`config.mk`:
```
export PLATFORM = sky130hd
export DESIGN_NAME = bist_pattern_generator
export DESIGN_NICKNAME = d
export VERILOG_FILES = /design/src/rtl/bist_pkg.sv /design/src/rtl/bist_pattern_generator_lfsr_core.sv /design/src/rtl/bist_pattern_generator.sv
export SDC_FILE = /design/constraint.sdc
export NUM_CORES = 1
export LEC_CHECK = 0
export CORE_MARGIN = 3
export CORE_UTILIZATION = 52
export CTS_CLUSTER_DIAMETER = 200
export DETAILED_ROUTE_END_ITERATION = 8
export PLACE_DENSITY = 0.82
export REMOVE_ABC_BUFFERS = 1
export SETUP_SLACK_MARGIN = 0.5
export SKIP_CTS_REPAIR_TIMING = 1
export SYNTH_ARGS = -nofsm -noshare
export SYNTH_HDL_FRONTEND = slang
export SYNTH_SLANG_ARGS = --single-unit
```
`constraint.sdc`:
```
create_clock -name clk -period 2.7 [get_ports clk]
set_input_delay 0.54 -clock clk [delete_from_list [all_inputs] [get_ports clk]]
set_output_delay 0.54 -clock clk [all_outputs]
set_load 0.1 [all_outputs]
```
`src/rtl/bist_pkg.sv`:
```
// Shared BIST definitions: FSM encoding and default LFSR configuration, common
// to the pattern generator and the signature analyser.
package bist_pkg;

  typedef enum logic [1:0] {
    ST_IDLE = 2'd0,
    ST_INIT = 2'd1,
    ST_RUN  = 2'd2,
    ST_DONE = 2'd3
  } bist_state_e;

  localparam int unsigned BIST_WIDTH4 = 4;

  // x^4 + x^3 + 1: state[3] and state[2] feed the XOR
  localparam logic [BIST_WIDTH4-1:0] BIST_TAPS4 = 4'b1100;

  // Reset value shared by generator LFSR and analyser signature register
  localparam logic [BIST_WIDTH4-1:0] BIST_SEED_DEFAULT4 = 4'b0001;

endpackage : bist_pkg

```
`src/rtl/bist_pattern_generator_lfsr_core.sv`:
```
// Fibonacci-style shift-left LFSR with parallel load and step enable.
module lfsr_core #(
  parameter int unsigned          WIDTH = 4,
  parameter logic [WIDTH-1:0]     TAPS  = 4'b1100,
  parameter logic [WIDTH-1:0]     SEED  = 4'b0001
) (
  input  logic             clk,
  input  logic             rst,
  input  logic             load,
  input  logic [WIDTH-1:0] load_value,
  input  logic             enable,
  output logic [WIDTH-1:0] state
);

  logic [WIDTH-1:0] state_q;
  logic [WIDTH-1:0] state_d;
  logic             fb_c;

  // Load has priority over stepping
  always_comb begin
    fb_c    = ^(state_q & TAPS);
    state_d = state_q;
    if (load) begin
      state_d = load_value;
    end else if (enable) begin
      state_d = {state_q[WIDTH-2:0], fb_c};
    end
  end

  always_ff @(posedge clk) begin
    if (rst) begin
      state_q <= SEED;
    end else begin
      state_q <= state_d;
    end
  end

  assign state = state_q;

endmodule : lfsr_core

```
`src/rtl/bist_pattern_generator.sv`:
```
// BIST stimulus source: session FSM, pattern counter and registered outputs
// around an LFSR core. Output registers are loaded from the next-state view.
module bist_pattern_generator
  import bist_pkg::*;
#(
  parameter int unsigned      WIDTH        = 4,
  parameter logic [WIDTH-1:0] TAPS         = BIST_TAPS4,
  parameter int unsigned      NUM_PATTERNS = 15,
  parameter logic [WIDTH-1:0] SEED_DEFAULT = BIST_SEED_DEFAULT4
) (
  input  logic             clk,
  input  logic             rst,
  input  logic             start,
  input  logic             seed_load,
  input  logic [WIDTH-1:0] seed_in,
  input  logic             hold,
  output logic [WIDTH-1:0] pattern,
  output logic             pattern_valid,
  output logic             sa_rst,
  output logic             busy,
  output logic             done,
  output logic             lockup_err
);

  localparam int unsigned      CNT_W    = $clog2(NUM_PATTERNS + 1);
  localparam logic [CNT_W-1:0] CNT_LAST = CNT_W'(NUM_PATTERNS);
  localparam logic [CNT_W-1:0] CNT_ONE  = CNT_W'(1);

  bist_state_e      state_q, state_d;
  logic [CNT_W-1:0] cnt_q, cnt_d;
  logic [WIDTH-1:0] pattern_q, pattern_d;
  logic             pattern_valid_q, pattern_valid_d;
  logic             sa_rst_q, sa_rst_d;
  logic             busy_q, busy_d;
  logic             done_q, done_d;
  logic             lockup_err_q, lockup_err_d;

  logic             lfsr_load_c;
  logic             lfsr_en_c;
  logic             emit_c;
  logic [WIDTH-1:0] lfsr_state;

  lfsr_core #(
    .WIDTH (WIDTH),
    .TAPS  (TAPS),
    .SEED  (SEED_DEFAULT)
  ) u_lfsr (
    .clk        (clk),
    .rst        (rst),
    .load       (lfsr_load_c),
    .load_value (seed_in),
    .enable     (lfsr_en_c),
    .state      (lfsr_state)
  );

  // cnt_q counts patterns already latched into the output register; a pattern
  // is latched at the edge that precedes the cycle in which it is applied.
  always_comb begin
    state_d      = state_q;
    cnt_d        = cnt_q;
    lockup_err_d = lockup_err_q;
    lfsr_load_c  = 1'b0;
    lfsr_en_c    = 1'b0;
    emit_c       = 1'b0;

    case (state_q)
      ST_IDLE: begin
        if (seed_load) begin
          if (seed_in != '0) begin
            lfsr_load_c  = 1'b1;
            lockup_err_d = 1'b0;
          end else begin
            lockup_err_d = 1'b1;
          end
        end
        if (start) begin
          state_d = ST_INIT;
          cnt_d   = '0;
        end
      end
      ST_INIT: begin
        state_d = ST_RUN;
        emit_c  = ~hold;
      end
      ST_RUN: begin
        if (cnt_q == CNT_LAST) begin
          state_d = ST_DONE;
        end else begin
          emit_c = ~hold;
        end
      end
      ST_DONE: begin
        state_d = ST_IDLE;
      end
      default: begin
        state_d = ST_IDLE;
      end
    endcase

    if (emit_c) begin
      lfsr_en_c = 1'b1;
      cnt_d     = cnt_q + CNT_ONE;
    end

    pattern_d       = emit_c ? lfsr_state : '0;
    pattern_valid_d = emit_c;
    sa_rst_d        = (state_d == ST_INIT);
    busy_d          = (state_d == ST_INIT) || (state_d == ST_RUN);
    done_d          = (state_d == ST_DONE);
  end

  always_ff @(posedge clk) begin
    if (rst) begin
      state_q         <= ST_IDLE;
      cnt_q           <= '0;
      pattern_q       <= '0;
      pattern_valid_q <= 1'b0;
      sa_rst_q        <= 1'b0;
      busy_q          <= 1'b0;
      done_q          <= 1'b0;
      lockup_err_q    <= 1'b0;
    end else begin
      state_q         <= state_d;
      cnt_q           <= cnt_d;
      pattern_q       <= pattern_d;
      pattern_valid_q <= pattern_valid_d;
      sa_rst_q        <= sa_rst_d;
      busy_q          <= busy_d;
      done_q          <= done_d;
      lockup_err_q    <= lockup_err_d;
    end
  end

  assign pattern       = pattern_q;
  assign pattern_valid = pattern_valid_q;
  assign sa_rst        = sa_rst_q;
  assign busy          = busy_q;
  assign done          = done_q;
  assign lockup_err    = lockup_err_q;

endmodule : bist_pattern_generator
```
Word level (Yosys, flattened, before mapping)

Index checks and enable logic that the tools add are counted.

Add/sub/neg operators: 1
Equal/unequal tests: 7
Muxes and demuxes: 15
Bitwise gates (word level): 2
Reduce and logical (&&, ||, !) cells: 10

Operators with widths:

| cell                                                            | number |
|---|---|
| 4-bit 2-to-1 mux                                                | 5 |
| 2-bit == test, second input constant                            | 4 |
| 2-bit one-hot mux with 4 select lines                           | 1 |
| 1-bit 2-to-1 mux                                                | 6 |
| 2-bit nonzero test                                              | 3 |
| 4-bit by 1-bit adder with 4-bit output, second input constant   | 1 |
| 2-bit by 1-bit == test with 1-bit output, second input constant | 2 |
| 4-bit == test, second input constant                            | 1 |
| 2-bit 2-to-1 mux                                                | 2 |
| 2-bit AND reduction                                             | 2 |
| 4-bit nonzero test                                              | 1 |
| 4-bit XOR reduction                                             | 1 |
| 2-bit logical NOT                                               | 1 |
| 1-bit NOT                                                       | 2 |
| 1-bit one-hot mux with 2 select lines                           | 1 |
| 2-bit OR reduction                                              | 1 |
| 1-bit logical OR                                                | 1 |

Register bits after elaboration: 19
Input port bits: 9
Output and inout port bits: 9
Logic and storage cells: 44

Logic depth before layout (Yosys ltp)

Gate-level depths: netlist (run 1).

Depth after elaboration: 6
Mapped depth: 8
Mapped depth without buffers: 7

By module

From an unflattened synthesis (run 1), not the netlist that was laid out.

Cell total of the unflattened synthesis: 83
Area, all modules: 804.5 um^2

Modules (own cells, without submodules):

| module                 | times used | cells each | area each (um^2) | seq. area each (um^2) |
|---|---|---|---|---|
| bist_pattern_generator | 1          | 65         | 615.6            | 300.3 |
| lfsr_core              | 1          | 18         | 188.9            | 80.1 |

Least setup slack after synthesis (run 1)

No wires, ideal clock.

Path kind: register to register
Start: register state_q[0]
End: register cnt_q[3]
Setup time: 0.074 ns
Arrival time: 1.488 ns
Required time: 2.626 ns
Path slack: 1.138 ns
Cell stages (with the launch flop): 7
Buffers on the path: 0
Period minus slack after synthesis: 1.562 ns
Cell sequence: dfxtp_1 inv_1 ha_1 and2b_1 nand3_2 or3_1 a31oi_1

Longest elaborated chain between the ends: 4
Elaborated cells between the ends (all ways): 8
Classes of those cells: eq/ne (2); mux (2); reduce/logical (4)

RTL lines:

| element                                                                   | RTL line                      | source |
|---|---|---|
| from (decl)                                                               | bist_pattern_generator.sv:29  | `bist_state_e state_q, state_d;` |
| from (signal assigned)                                                    | bist_pattern_generator.sv:123 | `state_q <= state_d;` |
| 2-bit == test or 2-bit by 1-bit == test with 1-bit output (tied branches) | bist_pattern_generator.sv:66  | `case (state_q)` |
| 1-bit one-hot mux with 2 select lines                                     | bist_pattern_generator.sv:66  |  |
| 2-bit nonzero test (no line)                                              | n/a                           |  |
| 2-bit AND reduction (no line)                                             | n/a                           |  |
| to (signal assigned)                                                      | bist_pattern_generator.sv:124 | `cnt_q <= cnt_d;` |
| to (decl)                                                                 | bist_pattern_generator.sv:30  | `logic [CNT_W-1:0] cnt_q, cnt_d;` |

Parallel ways exist; a longest one is shown, timed or not.
A chain may end at the register's enable or synchronous reset.

Worst setup path after layout (run 1)

Same ends and word-level chain as after synthesis.

==> impl_metrics.yaml, run 1 <==
synth:
  synth.avg_cell_area_um2: 9.68
  yosysWarnings: 0
  synth_largest_area_cell: "dfxtp_1"
  yosysTopAreaCellShare_pct: 44.6
  synth_cells: 88
  synth_seq_cells: 19
  synth_cell_types: 32
  syn_area_um2: 852
  synthTopCellsByArea: "dfxtp_1 (45%), ha_1 (8.8%), nand2_1 (4.0%)"
  ys_seq_area_share_pct: 44.6
global_route:
  grt_pass1_vias: 627
  antenna_found_initial: 0
  grt_max_degree: 17
  grt_use_total_pct: 18.0
  grt-ovfl-total: 0
  grt_pass1_wl_um: 2730
setup_path:
  slowest_stage: "or3_1"
  end_kind: "flip-flop"
  r2r_slack_ps: 890
  critPathBufInv: 1
  critical-path-top-delay-family: "simple AND/OR/NAND/NOR gates"
  startpoint: "state_q[0]"
  cp_data_required_time_ps: 2930
  path_cells: "inv_1 > ha_1 > and2b_1 > nand3_2 > or3_1 > a31oi_1"
  path_max_fanout: 7
  critPathMaxStageDelay_ps: 390
  r2r-start: "state_q[0]"
  cp.arrival_ps: 2040
  worstSetupPathType: "flip-flop to flip-flop"
  crit_cells: 6
  critPathLaunchType: "flip-flop"
  r2r-end: "cnt_q[3]"
  reg2reg_depth: 6
  cp-endpoint: "cnt_q[3]"
layout:
  final_cell_mix: "dfxtp_1 (19), nand2_1 (9), buf_4 (9)"
  area_growth_pct: 20.0
  final_nets: 122
  fin_util_pct: 72.2
  layout_commonest_cell: "dfxtp_1"
  drive_above_1_share_pct: 16.0
  antennaDiodeCount: 0
worst_hold_path:
  hp-class: "flip-flop to flip-flop"
  hold_depth: 1
clocking:
  clk_latency_ps: 290
  clkTransAtPathRegs_ps: 110
  clockBufferDepth: 2
  clock-sinks: 19
  root_buffer: "clkbuf_4"
  cts-htree-levels: 1
  cts_made_buffers: 3
  cts_tree: "done"
route:
  ant_nets: 0
  wl_met2_um: 863
  drt-pass1-iter-count: 4
  wl_met3_um: 85
  via_count: 692
  wl_met1_um: 754
  drc: 0
  drt_iter0_drc: 12
  drt-wirelength-per-cell_um: 14.1
  top_layer: "met3"
  routed_wl_um: 1700
  via_per_inst: 5.72
place:
  dp_hpwl_um: 1290
  place_worst_setup_slack_ps: 645
  gp_congestion: 0.787
  io_buffers: 17
sta:
  relSlewSlack_pct: 63.7
  fmax_ghz: 0.552
  finalSetupTns_ps: 0
  rsz0062_at_grt: "false"
  fin_crit_ps: 1810
  setup_viol: 0
  tightest_slew_ps: 543
  drv_slew: 0
  hold_violations: 0
  clock-skew-final_ps: 9.28
  period_share_pct: 67.1
  fin_ws_ps: 888
flow_run:
  drv_cap: 0
outcome:
  status: "complete, no violations"
power:
  power_density_nw_per_um2: 1030
  leakagePower_nw: 0.430
  ir_worst_vdd_v: 0.000932
die:
  initial_utilization_pct: 60.2
  dieArea_um2: 2160
  rows: 13
  die_w_um: 46.5
  die_y_um: 46.5
  ios: 18
  fp.coreArea_um2: 1420
==> report_power, final <==
group	total, mW	switching [mW]	leakage, nW	internal, mW
Sequential	0.371	0.0333	0.155	0.338
Combinational	0.540	0.372	0.257	0.168
Clock	0.142	0.0871	0.0177	0.0551
Total	1.05	0.492	0.430	0.561
==> area by class of cell <==
| class | count | area, µm² |
|---|---|---|
| inverter | 3 | 11.3 |
| fill | 106 | 393 |
| clock inverter | 1 | 5.00 |
| sequential | 19 | 380 |
| tap | 15 | 18.8 |
| multi-input combinational | 63 | 437 |
| clock buffer | 3 | 22.5 |
| timing repair buffer | 17 | 148 |
==> synth_stat cells (all sizes together) <==
cell type / count
inv: 3
mux2i: 2
o21bai: 1
nor2: 5
a32oi: 1
o22a: 1
nand3: 6
nand4: 1
a311oi: 3
a21oi: 2
or4: 1
clkbuf: 1
nand3b: 1
nor2b: 5
dfxtp: 19
xnor2: 1
ha: 6
and3: 1
o32ai: 1
or3: 1
and2b: 1
or2: 1
o21ai: 1
nand2b: 1
a31oi: 3
nor3: 2
nand2: 9
and2: 5
buf: 2
nand4b: 1
==> registers in the layout, indices dropped and copies added (netlist names) <==
name	count
cnt_q	4
pattern	4
u_lfsr.state	4
state_q	2
busy	1
done	1
lockup_err	1
pattern_valid	1
sa_rst	1
==> worst reg2reg max path, cell delays in order (launching register included) <==
cell	delay (ps)
dfxtp_1	370
inv_1	70
ha_1	340
and2b_1	260
nand3_2	200
or3_1	390
a31oi_1	120
==> stage by stage <==
stage | hold slack [ps] | power [mW] | area [µm²] | instances
floorplan | 452 | 0.785 | 828 | 85
global placement | 480 | 0.891 | 995 | 117
detailed placement | 491 | 0.915 | 995 | 117
CTS | 510 | 1.06 | 1020 | 121
global route | 534 | 1.12 | 1020 | 121
finish | 509 | 1.05 | 1020 | 121
==> metal layers <==
metal | vias up | track usage [%]
met5 | - | 0
met3 | 0 | 3.52
li1 | 351 | -
met4 | 0 | 7.39
met1 | 320 | 21.3
met2 | 21 | 31.3
==> kinds of logic (layout without fill, tap and decap cells) <==
family,count (synthesis),in the layout,synth area share (%)
compound gates,13,13,11.0
buf+inv,6,24,4.11
xor+xnor,1,1,1.03
mux,2,2,2.35
fa+ha+maj,6,6,8.81
flops,19,19,44.6
simple gates,41,41,28.0
==> how the worst min path moves through the flow <==
stage | startpoint | end | slack (ps)
after floorplan | u_lfsr.state[1] | pattern[1] | 450
after global placement | cnt_q[1] | cnt_q[1] | 480
after detailed placement | u_lfsr.state[1] | pattern[1] | 490
after CTS | u_lfsr.state[1] | u_lfsr.state[1] | 510
after global routing | u_lfsr.state[0] | pattern[0] | 530
final | u_lfsr.state[3] | pattern[3] | 510
Power figures use the tool's default switching activity.
==> run 2: changes to the inputs <==
CORE_UTILIZATION = 48   (was 52)
PLACE_DENSITY = 0.77   (was 0.82)
clock period = 1.8 ns   (was 2.7 ns; I/O delays follow)
==> impl_metrics.yaml, run 2 (synthesis gave the netlist of run 1 again) <==
sta:
  fin_crit_ps: 1620
  rsz0062_at_grt: "true"
  relSlewSlack_pct: 73.5
  period_share_pct: 90.3
  tightest_slew_ps: 396
  clock-skew-final_ps: 7.24
  hold_violations: 0
  whs_ps: 390
  fin_ws_ps: 175
  drv_slew: 0
  setup_viol: 0
  finalSetupTns_ps: 0
  fmax_ghz: 0.615
outcome:
  status: "complete, no violations"
power:
  ir_worst_vdd_v: 0.00137
  p_seq_share_pct: 27.3
  power_density_nw_per_um2: 1630
  pwr-share-comb_pct: 62.4
  p_switching_mw: 1.01
  internal-power_mw: 1.24
  clkPwrFrac_pct: 10.3
  leakagePower_nw: 0.547
  switching_share_pct: 45.0
clocking:
  clockBufferDepth: 2
  root_buffer: "clkbuf_4"
  clock-sinks: 19
  clk_latency_ps: 310
  clkTransAtPathRegs_ps: 120
  cts_tree: "done"
  cts_made_buffers: 3
  cts-htree-levels: 1
layout:
  layout_commonest_cell: "dfxtp_1"
  stdcell_count: 139
  area_growth_pct: 61.8
  antennaDiodeCount: 0
  final_cell_mix: "dfxtp_1 (14), buf_12 (9), nand2_1 (7)"
  drive_above_1_share_pct: 42.6
  final_nets: 131
  fill_cells: 78
global_route:
  grt_pass1_vias: 718
  grt_use_total_pct: 18.6
  grt_max_degree: 13
  antenna_found_initial: 0
  grt_pass1_wl_um: 2980
  grt-ovfl-total: 0
setup_path:
  critPathLaunchType: "flip-flop"
  path_cells: "inv_4 > ha_4 > and2b_2 > buf_4 > nand4_1 > a32oi_1 > o21bai_1"
  r2r_slack_ps: 180
  cp_data_required_time_ps: 2010
  worstSetupPathType: "flip-flop to flip-flop"
  critPathBufInv: 2
  path_max_fanout: 4
  cp.arrival_ps: 1830
  critPathMaxStageDelay_ps: 400
  slowest_stage: "dfxtp_4"
  critical-path-top-delay-family: "flip-flops"
  reg2reg_depth: 7
  end_kind: "flip-flop"
  crit_cells: 7
route:
  drt_iter0_drc: 9
  via_count: 783
  routed_wl_um: 2780
  drt-wirelength-per-cell_um: 20.0
  ant_nets: 0
  via_per_inst: 5.63
  drt-pass1-iter-count: 4
  drc: 0
place:
  gp_congestion: 0.828
  dp_hpwl_um: 1430
  placed_cells: 130
  io_buffers: 17
  place_worst_setup_slack_ps: -71.7
die:
  rows: 14
  die_y_um: 48.1
  ios: 18
  fp.coreArea_um2: 1590
  dieArea_um2: 2320
  initial_utilization_pct: 53.5
  die_w_um: 48.1
flow_run:
  drv_cap: 0
worst_hold_path:
  hp-class: "primary input to flip-flop"
  hold_depth: 3
[run 2: power groups by stage]
stage,Clock (mW),Combinational [mW],Sequential [mW]
2_1_floorplan,0,0.363,0.814
3_3_place_gp,0,0.904,0.583
3_5_place_dp,0,0.935,0.587
4_1_cts,0.229,0.938,0.578
5_1_grt,0.240,1.46,0.624
6_report,0.233,1.41,0.614
[run 2: metal layers]
metal | routed length [µm] | up-vias | GRT usage, % | part of all wire [%]
met4 | 101 | 0 | 5.38 | 3.6
met5 | 0 | - | 0 | 0
li1 | - | 366 | - | -
met2 | 1540 | 25 | 33.5 | 55
met1 | 1010 | 380 | 20.3 | 36
met3 | 127 | 12 | 6.64 | 4.6
[run 2: final cells by class]
class	count	area (µm²)	area share, %
inverters	3	16.3	1.18
repair buffers	26	349	25.3
clock buffers	3	22.5	1.63
multi-input cells	63	562	40.7
flip-flops and latches	19	392	28.4
clock inverters	1	7.51	0.544
well taps	24	30.0	2.18
[run 2: through the flow]
stage                     util [%]  power [mW]  cell area, µm²
after global routing          86.5        2.32            1380
after CTS                     73.9        1.74            1180
after global placement        72.1        1.49            1150
after floorplan                  -        1.18             828
final                         86.5        2.25            1380
after detailed placement      72.1        1.52            1150
[run 2: path summary, 6_finish.rpt]
kind / start / to
setup reg to reg: state_q[0] / u_lfsr.state[0]
hold / removal: seed_in[2] / u_lfsr.state[2]
hold reg to reg: u_lfsr.state[0] / pattern[0]
setup / recovery: state_q[0] / u_lfsr.state[0]
[run 2: worst register-to-register path, stage by stage, from the launching register on]
cell      delay (ps)
dfxtp_4          400
inv_4             50
ha_4             270
and2b_2          190
buf_4            160
nand4_1           80
a32oi_1          270
o21bai_1         100
==> run 3: changes to the inputs <==
ABC_AREA = 1   (was not set)
CAP_MARGIN = 20   (was not set)
CELL_PAD_IN_SITES_DETAIL_PLACEMENT = 1   (was not set)
CELL_PAD_IN_SITES_GLOBAL_PLACEMENT = 2   (was not set)
CORE_UTILIZATION = 28   (was 48)
PLACE_DENSITY = 0.78   (was 0.77)
==> impl_metrics.yaml, run 3 <==
global_route:
  grt-ovfl-total: 0
  antenna_found_initial: 0
  grt_use_total_pct: 12.3
  grt_max_degree: 12
  grt_pass1_vias: 765
  grt_pass1_wl_um: 3380
power:
  switching_share_pct: 40.7
  ir_worst_vdd_v: 0.000491
  p_seq_share_pct: 37.9
  p_switching_mw: 0.547
  clkPwrFrac_pct: 15.7
  internal-power_mw: 0.795
  pwr-share-comb_pct: 46.4
  leakagePower_nw: 0.562
  power_density_nw_per_um2: 949
synth:
  synth_cell_types: 19
  ys.flop_type: "dfxtp_1"
  synth_cells: 112
  synth_largest_area_cell: "dfxtp_1"
  yosysMostFrequentCell: "nand2_1"
  syn_area_um2: 876
  synth.avg_cell_area_um2: 7.82
  synthTopCellsByArea: "dfxtp_1 (43%), nand2_1 (9.9%), ha_1 (8.6%)"
  yosysWarnings: 0
  ys_seq_area_share_pct: 43.4
  synth_seq_cells: 19
  synth_edf_count: 0
  yosysTopAreaCellShare_pct: 43.4
  yosys-top-cells-count: "nand2_1 (23), dfxtp_1 (19), inv_1 (13), nor2_1 (13), nand3_1 (10)"
  synthArstFlopShare_pct: 0
die:
  die_y_um: 61.9
  initial_utilization_pct: 30.4
  fp.coreArea_um2: 2880
  ios: 18
  dieArea_um2: 3840
  die_w_um: 61.9
  rows: 19
layout:
  drive_above_1_share_pct: 41.8
  final_cell_mix: "nand2_1 (21), dfxtp_1 (15), nand3_1 (10), buf_12 (10)"
  layout_commonest_cell: "nand2_1"
  final_nets: 157
  fin_util_pct: 49.2
  fin_area_um2: 1410
  area_growth_pct: 61.4
  antennaDiodeCount: 0
route:
  ant_nets: 0
  drt_iter0_drc: 14
  drc: 0
  routed_wl_um: 2200
  via_count: 820
  drt-wirelength-per-cell_um: 12.0
  via_per_inst: 4.48
  drt-pass1-iter-count: 4
clocking:
  clockBufferDepth: 2
  clock-sinks: 19
  clk_latency_ps: 300
  cts_made_buffers: 3
  cts_tree: "done"
  cts-htree-levels: 1
  clkTransAtPathRegs_ps: 110
  root_buffer: "clkbuf_4"
sta:
  setup_viol: 0
  hold_violations: 0
  relSlewSlack_pct: 81.6
  clock-skew-final_ps: 11.6
  finalSetupTns_ps: 0
  drv_slew: 0
  fmax_ghz: 0.715
  fin_crit_ps: 1400
  whs_ps: 460
  rsz0062_at_grt: "true"
  period_share_pct: 77.7
  tightest_slew_ps: 272
setup_path:
  path_max_fanout: 8
  crit_top_cell: "inv_4"
  slowest_stage: "dfxtp_4"
  r2r_slack_ps: 400
  path_cells: "inv_4 > ha_4 > inv_4 > nor2_4 > nand2_8 > nand2_4 > nand2_1 > a21oi_2"
  critPathLaunchType: "flip-flop"
  r2r-end: "u_lfsr.state[3]"
  crit_cells: 8
  critical-path-top-delay-family: "simple AND/OR/NAND/NOR gates"
  critPathBufInv: 2
  critPathMaxStageDelay_ps: 390
  worstSetupPathType: "flip-flop to flip-flop"
  cp_data_required_time_ps: 2040
  end_kind: "flip-flop"
  reg2reg_depth: 8
  cp.arrival_ps: 1640
  r2r-start: "state_q[0]"
place:
  gp_congestion: 0.730
  place_area_um2: 1190
  io_buffers: 17
  dp_hpwl_um: 1660
worst_hold_path:
  hold_depth: 2
  hp-class: "flip-flop to flip-flop"
  min_to: "pattern[0]"
  hold_start: "u_lfsr.state[0]"
flow_run:
  drv_cap: 0
outcome:
  status: "complete, no violations"
run 3: worst reg2reg max path, cell delays in order, from the launching register on:
cell     delay, ps
dfxtp_4        390
inv_4           40
ha_4           280
inv_4           40
nor2_4         220
nand2_8        110
nand2_4        100
nand2_1         70
a21oi_2        110
run 3: power by group through the flow:
stage,clock [mW],sequential [mW],combinational (mW)
floorplan,0,0.644,0.203
global placement,0,0.510,0.501
detailed placement,0,0.514,0.511
CTS,0.234,0.505,0.512
global route,0.248,0.515,0.677
finish,0.211,0.509,0.622
run 3: worst max-delay path by stage:
| stage | from | to | slack [ps] |
|---|---|---|---|
| 3_5_place_dp | seed_in[3] | u_lfsr.state[0] | 190 |
| 3_3_place_gp | start | busy | 240 |
| 2_1_floorplan | cnt_q[0] | busy | 420 |
| 4_1_cts | state_q[0] | cnt_q[1] | 250 |
| 6_report | state_q[0] | u_lfsr.state[3] | 400 |
| 5_1_grt | state_q[0] | u_lfsr.state[3] | 300 |
run 3: per-stage QoR:
| stage | power, mW | setup WS [ps] | instances |
|---|---|---|---|
| 2_1_floorplan | 0.847 | 420 | 111 |
| 3_3_place_gp | 1.01 | 236 | 171 |
| 3_5_place_dp | 1.03 | 186 | 171 |
| 4_1_cts | 1.25 | 252 | 175 |
| 5_1_grt | 1.44 | 297 | 183 |
| 6_report | 1.34 | 402 | 183 |
run 3: layout make-up:
cell class | instances | area (µm²)
clock inverters | 1 | 5.00
flip-flops and latches | 19 | 393
multi-input cells | 77 | 538
clock buffers | 3 | 22.5
fillers | 339 | 1460
inverters | 15 | 62.6
repair buffers | 26 | 340
well taps | 42 | 52.6
run 3: cell families after synthesis:
family	count (synthesis)	synth area share, %
AO/OA/AOI/OAI	16	9.57
XOR/XNOR	1	1.00
adder cells (fa/ha/maj)	6	8.57
buffers and inverters	16	7.00
flip-flops	19	43.4
AND/OR/NAND/NOR	54	30.4
run 3: per-layer routing:
layer	global-route usage [%]	up-vias	share of wire, %
met1	14.9	395	43
met3	4.34	2	2.2
met4	3.64	0	0.59
met5	0	-	0
li1	-	415	-
met2	20.3	8	54
